File: src/rtl/multicycle_control_fsm.sv
`default_nettype none
// ============================================================================
//  Module      : multicycle_control_fsm
//  Description : Control sequencer for a multi-cycle RV32I datapath that
//                executes add/addi/lw/sw and shares a single memory port for
//                instruction fetch and data access. Each instruction walks
//                FETCH -> DECODE -> EXECUTE -> [MEM_ACCESS] -> [WRITEBACK].
//                The sequencer halts on an illegal opcode or when memory
//                fails to acknowledge a request within MEM_TIMEOUT cycles.
//
//  Ports       : clk            system clock, rising edge
//                reset          synchronous, active-high; forces outputs to 0
//                opcode_i[6:0]  instruction[6:0] from the instruction register
//                mem_ack_i      memory finished the current request
//                mem_req_o      memory request, held until ack
//                mem_we_o       1 = store request
//                iord_o         address select: 0 = PC, 1 = ALU result
//                ir_write_o     load instruction register (fetch ack cycle)
//                pc_write_o     PC <= PC+4 (fetch ack cycle)
//                reg_write_o    register-file write enable
//                alu_src_o      ALU B operand: 0 = rs2, 1 = immediate
//                mem_to_reg_o   write-back data: 0 = ALU, 1 = memory
//                alu_op_o[2:0]  000 R-type, 001 I-ALU, 010 address add
//                state_o[2:0]   current state encoding
//                instr_done_o   one-cycle pulse on instruction retire
//                instr_count_o  retired-instruction counter (wraps)
//                error_o        sticky error flag, set on entering HALT
//                error_code_o   00 none, 01 illegal opcode, 10 mem timeout
//
//  Revision    : 1.0  initial release
// ============================================================================
module multicycle_control_fsm #(
  parameter int MEM_TIMEOUT = 16,
  parameter int CNT_W       = 5
) (
  input  logic        clk,
  input  logic        reset,
  input  logic [6:0]  opcode_i,
  input  logic        mem_ack_i,
  output logic        mem_req_o,
  output logic        mem_we_o,
  output logic        iord_o,
  output logic        ir_write_o,
  output logic        pc_write_o,
  output logic        reg_write_o,
  output logic        alu_src_o,
  output logic        mem_to_reg_o,
  output logic [2:0]  alu_op_o,
  output logic [2:0]  state_o,
  output logic        instr_done_o,
  output logic [31:0] instr_count_o,
  output logic        error_o,
  output logic [1:0]  error_code_o
);

  // --------------------------------------------------------------------------
  // Encodings
  // --------------------------------------------------------------------------
  localparam logic [2:0] c_FETCH      = 3'd0;
  localparam logic [2:0] c_DECODE     = 3'd1;
  localparam logic [2:0] c_EXECUTE    = 3'd2;
  localparam logic [2:0] c_MEM_ACCESS = 3'd3;
  localparam logic [2:0] c_WRITEBACK  = 3'd4;
  localparam logic [2:0] c_HALT       = 3'd7;

  localparam logic [6:0] c_OP_R  = 7'b0110011;
  localparam logic [6:0] c_OP_I  = 7'b0010011;
  localparam logic [6:0] c_OP_LW = 7'b0000011;
  localparam logic [6:0] c_OP_SW = 7'b0100011;

  localparam logic [2:0] c_ALU_R   = 3'b000;
  localparam logic [2:0] c_ALU_I   = 3'b001;
  localparam logic [2:0] c_ALU_ADD = 3'b010;

  localparam logic [1:0] c_ERR_NONE    = 2'b00;
  localparam logic [1:0] c_ERR_ILLEGAL = 2'b01;
  localparam logic [1:0] c_ERR_TIMEOUT = 2'b10;

  // Timeout fires when the counter shows MEM_TIMEOUT-1 completed wait cycles
  // and the current cycle is also un-acked, i.e. on the MEM_TIMEOUT-th cycle.
  localparam bit               c_TIMEOUT_EN = (MEM_TIMEOUT != 0);
  localparam logic [CNT_W-1:0] c_WAIT_LAST  =
      (MEM_TIMEOUT == 0) ? '0 : CNT_W'(MEM_TIMEOUT - 1);

  // --------------------------------------------------------------------------
  // Registers and internal wires
  // --------------------------------------------------------------------------
  logic [2:0]       r_state;
  logic [6:0]       r_op;
  logic [CNT_W-1:0] r_wait_cnt;
  logic [31:0]      r_instr_count;
  logic             r_error;
  logic [1:0]       r_error_code;

  logic [2:0]       w_state_next;
  logic [1:0]       w_halt_code;
  logic             w_halt_entry;
  logic             w_legal;
  logic             w_wait_state;
  logic             w_timeout;
  logic             w_is_lw;
  logic             w_is_sw;
  logic             w_is_i;

  logic             w_mem_req;
  logic             w_mem_we;
  logic             w_iord;
  logic             w_ir_write;
  logic             w_pc_write;
  logic             w_reg_write;
  logic             w_alu_src;
  logic             w_mem_to_reg;
  logic [2:0]       w_alu_op;
  logic             w_instr_done;

  // --------------------------------------------------------------------------
  // Shared decode
  // --------------------------------------------------------------------------
  always_comb begin
    w_legal = (opcode_i == c_OP_R)  || (opcode_i == c_OP_I) ||
              (opcode_i == c_OP_LW) || (opcode_i == c_OP_SW);
  end

  // r_op is only meaningful after DECODE; it selects the EXECUTE/MEM/WB flavour.
  always_comb begin
    w_is_lw = (r_op == c_OP_LW);
    w_is_sw = (r_op == c_OP_SW);
    w_is_i  = (r_op == c_OP_I);
  end

  always_comb begin
    w_wait_state = (r_state == c_FETCH) || (r_state == c_MEM_ACCESS);
    // An ack in the final wait cycle takes priority over the timeout.
    w_timeout    = c_TIMEOUT_EN && w_wait_state && !mem_ack_i &&
                   (r_wait_cnt == c_WAIT_LAST);
  end

  // --------------------------------------------------------------------------
  // State register
  // --------------------------------------------------------------------------
  always_ff @(posedge clk) begin
    if (reset) begin
      r_state <= c_FETCH;
    end else begin
      r_state <= w_state_next;
    end
  end

  // --------------------------------------------------------------------------
  // Next-state logic
  // --------------------------------------------------------------------------
  always_comb begin
    w_state_next = r_state;
    w_halt_code  = c_ERR_NONE;
    case (r_state)
      c_FETCH: begin
        if (mem_ack_i) begin
          w_state_next = c_DECODE;
        end else if (w_timeout) begin
          w_state_next = c_HALT;
          w_halt_code  = c_ERR_TIMEOUT;
        end
      end
      c_DECODE: begin
        if (w_legal) begin
          w_state_next = c_EXECUTE;
        end else begin
          w_state_next = c_HALT;
          w_halt_code  = c_ERR_ILLEGAL;
        end
      end
      c_EXECUTE: begin
        if (w_is_lw || w_is_sw) begin
          w_state_next = c_MEM_ACCESS;
        end else begin
          w_state_next = c_WRITEBACK;
        end
      end
      c_MEM_ACCESS: begin
        if (mem_ack_i) begin
          w_state_next = w_is_lw ? c_WRITEBACK : c_FETCH;
        end else if (w_timeout) begin
          w_state_next = c_HALT;
          w_halt_code  = c_ERR_TIMEOUT;
        end
      end
      c_WRITEBACK: begin
        w_state_next = c_FETCH;
      end
      c_HALT: begin
        // Only reset leaves HALT.
        w_state_next = c_HALT;
      end
      default: begin
        // Unused encodings recover to a clean fetch.
        w_state_next = c_FETCH;
      end
    endcase
  end

  always_comb begin
    w_halt_entry = (w_state_next == c_HALT) && (r_state != c_HALT);
  end

  // --------------------------------------------------------------------------
  // Output decode (Moore on state/op, except fetch-ack gating)
  // --------------------------------------------------------------------------
  always_comb begin
    w_mem_req    = 1'b0;
    w_mem_we     = 1'b0;
    w_iord       = 1'b0;
    w_ir_write   = 1'b0;
    w_pc_write   = 1'b0;
    w_reg_write  = 1'b0;
    w_alu_src    = 1'b0;
    w_mem_to_reg = 1'b0;
    w_alu_op     = c_ALU_R;
    w_instr_done = 1'b0;
    case (r_state)
      c_FETCH: begin
        w_mem_req  = 1'b1;
        w_iord     = 1'b0;
        // IR/PC update exactly once, in the cycle the fetch data is valid.
        w_ir_write = mem_ack_i;
        w_pc_write = mem_ack_i;
      end
      c_EXECUTE: begin
        if (w_is_lw || w_is_sw) begin
          w_alu_op  = c_ALU_ADD;
          w_alu_src = 1'b1;
        end else if (w_is_i) begin
          w_alu_op  = c_ALU_I;
          w_alu_src = 1'b1;
        end else begin
          w_alu_op  = c_ALU_R;
          w_alu_src = 1'b0;
        end
      end
      c_MEM_ACCESS: begin
        w_mem_req    = 1'b1;
        w_iord       = 1'b1;
        w_alu_op     = c_ALU_ADD;
        w_alu_src    = 1'b1;
        w_mem_we     = w_is_sw;
        // Stores retire directly from the memory stage once the write lands.
        w_instr_done = w_is_sw && mem_ack_i;
      end
      c_WRITEBACK: begin
        w_reg_write  = 1'b1;
        w_mem_to_reg = w_is_lw;
        w_instr_done = 1'b1;
      end
      default: begin
        // DECODE and HALT drive no control signals.
      end
    endcase
  end

  // --------------------------------------------------------------------------
  // Bookkeeping: latched opcode, wait counter, retire counter, error status
  // --------------------------------------------------------------------------
  always_ff @(posedge clk) begin
    if (reset) begin
      r_op          <= '0;
      r_wait_cnt    <= '0;
      r_instr_count <= '0;
      r_error       <= 1'b0;
      r_error_code  <= c_ERR_NONE;
    end else begin
      if (r_state == c_DECODE) begin
        r_op <= opcode_i;
      end

      // The counter only ever runs inside a wait state; any state change or
      // ack restarts it so each request gets a fresh budget.
      if ((w_state_next != r_state) || (w_wait_state && mem_ack_i)) begin
        r_wait_cnt <= '0;
      end else if (w_wait_state) begin
        r_wait_cnt <= r_wait_cnt + 1'b1;
      end

      if (w_instr_done) begin
        r_instr_count <= r_instr_count + 32'd1;
      end

      if (w_halt_entry) begin
        r_error      <= 1'b1;
        r_error_code <= w_halt_code;
      end
    end
  end

  // --------------------------------------------------------------------------
  // Output drive: everything reads 0 while reset is asserted
  // --------------------------------------------------------------------------
  assign mem_req_o     = w_mem_req    & ~reset;
  assign mem_we_o      = w_mem_we     & ~reset;
  assign iord_o        = w_iord       & ~reset;
  assign ir_write_o    = w_ir_write   & ~reset;
  assign pc_write_o    = w_pc_write   & ~reset;
  assign reg_write_o   = w_reg_write  & ~reset;
  assign alu_src_o     = w_alu_src    & ~reset;
  assign mem_to_reg_o  = w_mem_to_reg & ~reset;
  assign alu_op_o      = reset ? 3'b000 : w_alu_op;
  assign state_o       = reset ? 3'b000 : r_state;
  assign instr_done_o  = w_instr_done & ~reset;
  assign instr_count_o = reset ? 32'd0 : r_instr_count;
  assign error_o       = r_error      & ~reset;
  assign error_code_o  = reset ? c_ERR_NONE : r_error_code;

endmodule
`default_nettype wire
File: config.mk
export PLATFORM = sky130hd
export DESIGN_NAME = multicycle_control_fsm
export DESIGN_NICKNAME = d
export VERILOG_FILES = /design/src/rtl/multicycle_control_fsm.sv
export SDC_FILE = /design/constraint.sdc
export NUM_CORES = 1
export LEC_CHECK = 0
export BUFFER_PORTS_ARGS = -buffer_cell sky130_fd_sc_hd__buf_4
export CAP_MARGIN = 30
export CORE_UTILIZATION = 55
export CTS_CLUSTER_SIZE = 16
export DETAILED_ROUTE_END_ITERATION = 8
export GPL_TIMING_DRIVEN = 1
export PLACE_DENSITY_LB_ADDON = 0.12
export SLEW_MARGIN = 20
export SYNTH_ARGS = -nofsm -noshare
export SYNTH_HDL_FRONTEND = slang
export SYNTH_SLANG_ARGS = --single-unit
File: constraint.sdc
create_clock -name clk -period 5.7 [get_ports clk]
set_clock_uncertainty 0.1 [all_clocks]
set_input_delay 0.855 -clock clk [delete_from_list [all_inputs] [get_ports clk]]
set_output_delay 0.855 -clock clk [all_outputs]
set_load 0.05 [all_outputs]
==> results of run 1 <==
==> worst min-delay path, cell delays in order, from the launching register on <==
cell and delay [ps]:
dfxtp_1 310, nand2_1 70, a21oi_1 60
==> per-layer routing <==
layer,track usage (%),wire length [um],up-vias
li1,-,-,1324
met5,0,0,-
met3,3.57,276,9
met1,30.5,3000,1204
met2,40.1,2910,78
met4,7.48,85,0
==> stage by stage <==
step                      std cells  area, um^2  setup slack (ps)  hold slack (ps)
after global routing            465        3350              2130              411
after detailed placement        457        3250              2460              363
after global placement          457        3250              2490              352
after CTS                       465        3350              2300              379
after floorplan                 353        2830              1120              338
final                           465        3350              2290              379
==> registers in the layout, indices dropped and copies added, names as in the netlist <==
| name | count |
|---|---|
| r_error | 1 |
| r_op | 7 |
| r_state | 3 |
| r_instr_count | 32 |
| r_error_code | 2 |
| r_wait_cnt | 5 |
==> final cells by class <==
class                      count  area share, %
clock inverter                 2          0.374
tap                           67           2.50
timing repair buffer          58           13.0
multi-input combinational    269           50.3
sequential                    50           29.9
clock buffer                   6           2.47
inverter                      13           1.46
==> kinds of logic after synthesis <==
kind of cell	count (synthesis)	share of synthesized area (%)
AND/OR/NAND/NOR	176	33.5
AO/OA/AOI/OAI	60	14.8
flip-flops	50	35.3
buffers and inverters	34	5.17
XOR/XNOR	19	5.87
multiplexers	10	3.93
adder cells (fa/ha/maj)	3	1.33
other	1	0.132
==> worst max-delay path by stage <==
stage          cells after the start  slack [ps]      endpoint  startpoint
2_1_floorplan                      5        1120    pc_write_o       reset
3_3_place_gp                       5        2490     alu_src_o       reset
3_5_place_dp                       5        2460     alu_src_o       reset
4_1_cts                            3        2300  mem_to_reg_o  r_state[2]
5_1_grt                            3        2130  mem_to_reg_o  r_state[2]
6_report                           3        2290  mem_to_reg_o  r_state[2]
==> report_power, final <==
group	internal (W)	switching [W]
clock network	0.0000977	0.000117
registers	0.000370	0.0000305
logic	0.0000725	0.000150
==> cell usage in the layout, fill, tap and decap left out, types with 3 or more instances in the layout <==
cell / n
buf_4: 58
dfxtp_1: 50
nor2_1: 43
nand2_1: 34
nor2b_1: 31
a21oi_1: 23
xnor2_1: 16
inv_1: 13
nand3_1: 11
nor3_1: 10
nand4_1: 10
a211oi_1: 7
o21ai_0: 6
mux2_2: 6
clkbuf_8: 6
and3_1: 5
nor4_1: 5
or4_1: 5
or3_1: 4
o31ai_1: 4
and2_1: 3
a2111oi_0: 3
xor2_1: 3
mux2_1: 3
ha_1: 3
==> impl_metrics.csv, run 1 <==
group,metric,value,unit
sta,period_share,59.9,%
setup_path,timing.critical_path.from_type,"flip-flop",
sta,endpoints_failing_hold,0,
sta,relative_max_transition_margin,39.2,%
setup_path,r2r_slack,2740,ps
grt,grt_start_max_net_pins,84,
clock_network,cts_buffer_depth,2,
logic_synthesis,synth_top_area_share,35.3,%
power_and_ir_drop,powerDensity,250,nW/um^2
clock_network,clock_latency,300,ps
clock_network,cts_tree,"built",
routing,detail-route-antenna-nets,0,
clock_network,clk_pin_slew,90,ps
logic_synthesis,synthesis.instances,353,
setup_path,reg2reg_from,"r_state[2]",
sta,timing.setup.tns,0,ps
floorplan,chip_height,73.8,um
setup_path,path_max_fanout,21,
run,cap_violations,0,
sta,period_minus_slack,3410,ps
power_and_ir_drop,finalPower,0.000838,W
grt,grt_usage,23.6,%
clock_network,postCtsSetupBuffers,0,
setup_path,cpMaxStageDelayCell,"nand3_1",
routing,route.detailed.wl_per_inst,13.5,um
setup_path,worst_r2r_endpoint,"r_instr_count[30]",
clock_network,numClockSinks,50,
logic_synthesis,syn-mean-instance-area,8.02,um^2
grt,grt_antenna_before_repair,0,
logic_synthesis,seq_area_frac_synth,35.3,%
place,placement.io_buffers,58,
place,post-dp-hpwl,4.41,mm
logic_synthesis,yosysWarnings,0,
clock_network,cts_resized,0,
outcome,result_of_the_run,"completed",
routing,remaining_drc_errors,0,
clock_network,cts-root-buf,"clkbuf_8",
logic_synthesis,synth-edff-count,0,
sta,grt_setup_unrepaired,"no",
grt,first_global_vias,2310,
layout,filler_cell_count,441,
sta,count_of_final_setup_violators,0,
routing,drtPass1Iterations,4,
clock_network,post_cts_hold_buffers,0,
setup_path,slowest_delay,770,ps
logic_synthesis,ys_dominant_reg_cell,"dfxtp_1",
setup_path,worstSetupEndpointType,"primary output",
min_path,min_delay_path_depth,2,
logic_synthesis,ys_top_cells_by_area,"dfxtp_1 (35%), nor2b_1 (6.8%), nor2_1 (5.7%)",
layout,fraction_of_layout_instances_using_a_drive_strength_above_1,20.4,%
min_path,hold_path.class,"flip-flop to flip-flop",
setup_path,reg2reg_depth,4,
layout,seq_area,1000,um^2
grt,grt_overflow,0,
sta,worst_pin_slew,909,ps
logic_synthesis,yosysTopAreaCell,"dfxtp_1",
clock_network,total_cts_buffers,5,
floorplan,placement_rows,25,
routing,route.vias.total,2615,
place,finalWeightedCongestion,0.841,
setup_path,cpLargestDelayFamily,"simple AND/OR/NAND/NOR gates",
routing,drt-total-wl,6.28,mm
logic_synthesis,synth.ff_latch_count,50,
floorplan,design.die.area,5440,um^2
logic_synthesis,yosysUniqueCellTypes,57,
power_and_ir_drop,ir_worst_vdd,0.169,mV
layout,fin_nets,410,
logic_synthesis,post_synth_instance_area,2830,um^2
floorplan,core_area,4850,um^2
floorplan,floorplan.io_pins,60,
layout,multi_input_area,1690,um^2
sta,max_freq,293,MHz
clock_network,cts_max_level,2,
setup_path,path_class,"flip-flop to primary output",
power_and_ir_drop,power.static_leakage,1.29,nW
grt,grt_pass1_wl,10.1,mm
layout,synthToLayoutAreaGrowth,18.2,%
routing,post_drt_via_cell_ratio,5.62,
logic_synthesis,cell_with_the_most_instances_after_synthesis,"dfxtp_1",
logic_synthesis,async_flop_share,0,%
logic_synthesis,synthTopCellsByCount,"dfxtp_1 (50), nor2_1 (43), nand2_1 (34), nor2b_1 (31), a21oi_1 (23)",
layout,diode_insertion_count_for_antenna_repair,0,
floorplan,die_x,73.8,um
sta,final_max_slew_viol_count,0,
layout,final_util,69.1,%
min_path,holdPathEnd,"r_error_code[1]",
floorplan,initial_utilization,58.4,%
min_path,worstHoldStart,"r_error_code[1]",
routing,drt_iter0_markers,141,
setup_path,cell_by_cell_trace_of_the_critical_path,"nand3_1, nor4_1, buf_4",
setup_path,required,4740,ps
logic_synthesis,synth_fp_nets,366,
setup_path,critPathBufInv,1,
setup_path,arrival,2460,ps
Note: power is estimated with default switching activity, not from simulation.
==> inputs of run 2 (changes only) <==
--- a/config.mk
+++ b/config.mk
@@ -7,7 +7,7 @@
 export LEC_CHECK = 0
 export BUFFER_PORTS_ARGS = -buffer_cell sky130_fd_sc_hd__buf_4
 export CAP_MARGIN = 30
-export CORE_UTILIZATION = 55
+export CORE_UTILIZATION = 49
 export CTS_CLUSTER_SIZE = 16
 export DETAILED_ROUTE_END_ITERATION = 8
 export GPL_TIMING_DRIVEN = 1
==> constraint.sdc (replaced) <==
create_clock -name clk -period 2.91 [get_ports clk]
set_clock_uncertainty 0.1 [all_clocks]
set_input_delay 0.4365 -clock clk [delete_from_list [all_inputs] [get_ports clk]]
set_output_delay 0.4365 -clock clk [all_outputs]
set_load 0.05 [all_outputs]
==> impl_metrics.csv, run 2 (synthesis results as in run 1) <==
group,metric,value,unit
layout,synthToLayoutAreaGrowth,22.1,%
place,placement.io_buffers,58,
power_and_ir_drop,ir_worst_vdd,0.339,mV
layout,registers.top_by_ff_count,"r_instr_count",
setup_path,slowest_delay,420,ps
sta,period_minus_slack,2630,ps
sta,final_max_slew_viol_count,0,
sta,endpoints_failing_hold,0,
setup_path,reg2reg_depth,5,
setup_path,cpMaxStageDelayCell,"or3_1",
clock_network,numClockSinks,50,
clock_network,cts-root-buf,"clkbuf_8",
floorplan,die_x,78.0,um
grt,grt_start_max_net_pins,83,
place,post-dp-hpwl,4.44,mm
layout,top_regs,"r_instr_count: 32 flops, r_op: 7 flops, r_wait_cnt: 5 flops",
grt,grt_overflow,0,
setup_path,cell_by_cell_trace_of_the_critical_path,"or3_1, or3_1, nor4bb_4, or2_2, buf_4",
sta,grt_setup_unrepaired,"no",
routing,drt-total-wl,6.11,mm
setup_path,required,2370,ps
setup_path,worstSetupEndpointType,"primary output",
routing,route.vias.total,2623,
sta,count_of_final_setup_violators,0,
place,placedInstanceArea,3350,um^2
floorplan,chip_height,78.0,um
clock_network,cts_buffer_depth,2,
layout,fin_nets,416,
sta,worst_pin_slew,515,ps
floorplan,design.die.area,6090,um^2
min_path,min_delay_path_depth,3,
layout,finish.instance_area,3460,um^2
min_path,hold_path.class,"input pin to flip-flop",
clock_network,clock_latency,300,ps
floorplan,initial_utilization,51.1,%
routing,remaining_drc_errors,0,
setup_path,critPathBufInv,1,
layout,layout_commonest_cell,"buf_4",
routing,route.detailed.wl_per_inst,12.8,um
floorplan,floorplan.io_pins,60,
clock_network,cts_max_level,2,
clock_network,post_cts_hold_buffers,0,
layout,layout_common_cells,"buf_4 (63), dfxtp_1 (50), nor2_1 (43), nand2_1 (34), nor2b_1 (31)",
layout,diode_insertion_count_for_antenna_repair,0,
sta,relative_max_transition_margin,64.8,%
clock_network,clk_pin_slew,90,ps
outcome,result_of_the_run,"completed",
routing,drt_iter0_markers,143,
grt,grt_pass1_wl,10.4,mm
clock_network,cts_tree,"built",
layout,flip_flop_count_of_the_largest_register_all_copies_and_words_added,32,
grt,first_global_vias,2261,
routing,drtPass1Iterations,4,
setup_path,timing.critical_path.from_type,"flip-flop",
floorplan,placement_rows,27,
setup_path,timing.critical_path.mode_cell,"or3_1",
power_and_ir_drop,powerDensity,501,nW/um^2
setup_path,arrival,2090,ps
routing,post_drt_via_cell_ratio,5.51,
clock_network,postCtsSetupBuffers,0,
setup_path,timing.critical_path.depth,5,
sta,max_freq,380,MHz
grt,grt_antenna_before_repair,0,
place,finalWeightedCongestion,0.888,
routing,detail-route-antenna-nets,0,
clock_network,total_cts_buffers,5,
grt,grt_usage,21.0,%
layout,fraction_of_layout_instances_using_a_drive_strength_above_1,22.0,%
setup_path,path_class,"flip-flop to primary output",
setup_path,cpLargestDelayFamily,"simple AND/OR/NAND/NOR gates",
power_and_ir_drop,power.static_leakage,1.33,nW
sta,fin_worst_hold_slack,278,ps
run,cap_violations,0,
floorplan,core_area,5540,um^2
setup_path,path_max_fanout,3,
clock_network,cts_resized,0,
sta,period_share,90.4,%
-- run 2: cell count changes in the layout (fill, tap and decap cells not counted), sizes merged --
cell,delta
clkinvlp,-1
clkbuf,+1
bufinv,+1
buf,+6
clkinv,-1
-- run 2: path summary, 6_finish.rpt --
path | start | end | slack (ps)
min | opcode_i[5] | r_op[5] | 280
max reg2reg | r_instr_count[4] | r_instr_count[29] | 440
max | r_op[2] | alu_src_o | 280
min reg2reg | r_error_code[1] | r_error_code[1] | 360
-- run 2: per-layer routing --
layer	GRT usage [%]	vias up	wire length, um
li1	-	1334	-
met1	29.6	1207	2940
met2	32.3	72	2770
met3	2.91	10	295
met4	8.33	0	102
met5	0	-	0
-- run 2: cell type report --
cell class | instances | area (um^2)
fillers | 526 | 2080
clock inverters | 1 | 30.0
flip-flops and latches | 50 | 1000
multi-input cells | 269 | 1720
clock buffers | 7 | 76.3
repair buffers | 64 | 493
well taps | 72 | 90.1
inverters | 13 | 48.8
-- run 2: power breakdown --
| group | leakage, nW | internal (W) | switching, W | total, W |
|---|---|---|---|---|
| registers | 0.404 | 0.000725 | 0.0000500 | 0.000775 |
| clock network | 0.0524 | 0.000258 | 0.000226 | 0.000484 |
| logic | 0.876 | 0.000164 | 0.000309 | 0.000473 |
-- run 2: per-stage QoR --
stage / cells / total power, W / setup slack, ps / utilization (%) / setup TNS (ps)
floorplan: 353 / 0.00114 / -60.7 / - / -60.7
global placement: 468 / 0.00126 / 538 / 60.5 / 0
detailed placement: 468 / 0.00126 / 480 / 60.5 / 0
CTS: 476 / 0.00175 / 247 / 62.4 / 0
global route: 476 / 0.00183 / 164 / 62.4 / 0
finish: 476 / 0.00173 / 279 / 62.4 / 0
-- run 2: tightest hold or removal path, delay by kind of cell --
family	cells	cell delay (ps)
buf+inv	1	110
compound gates	1	50
simple gates	1	40
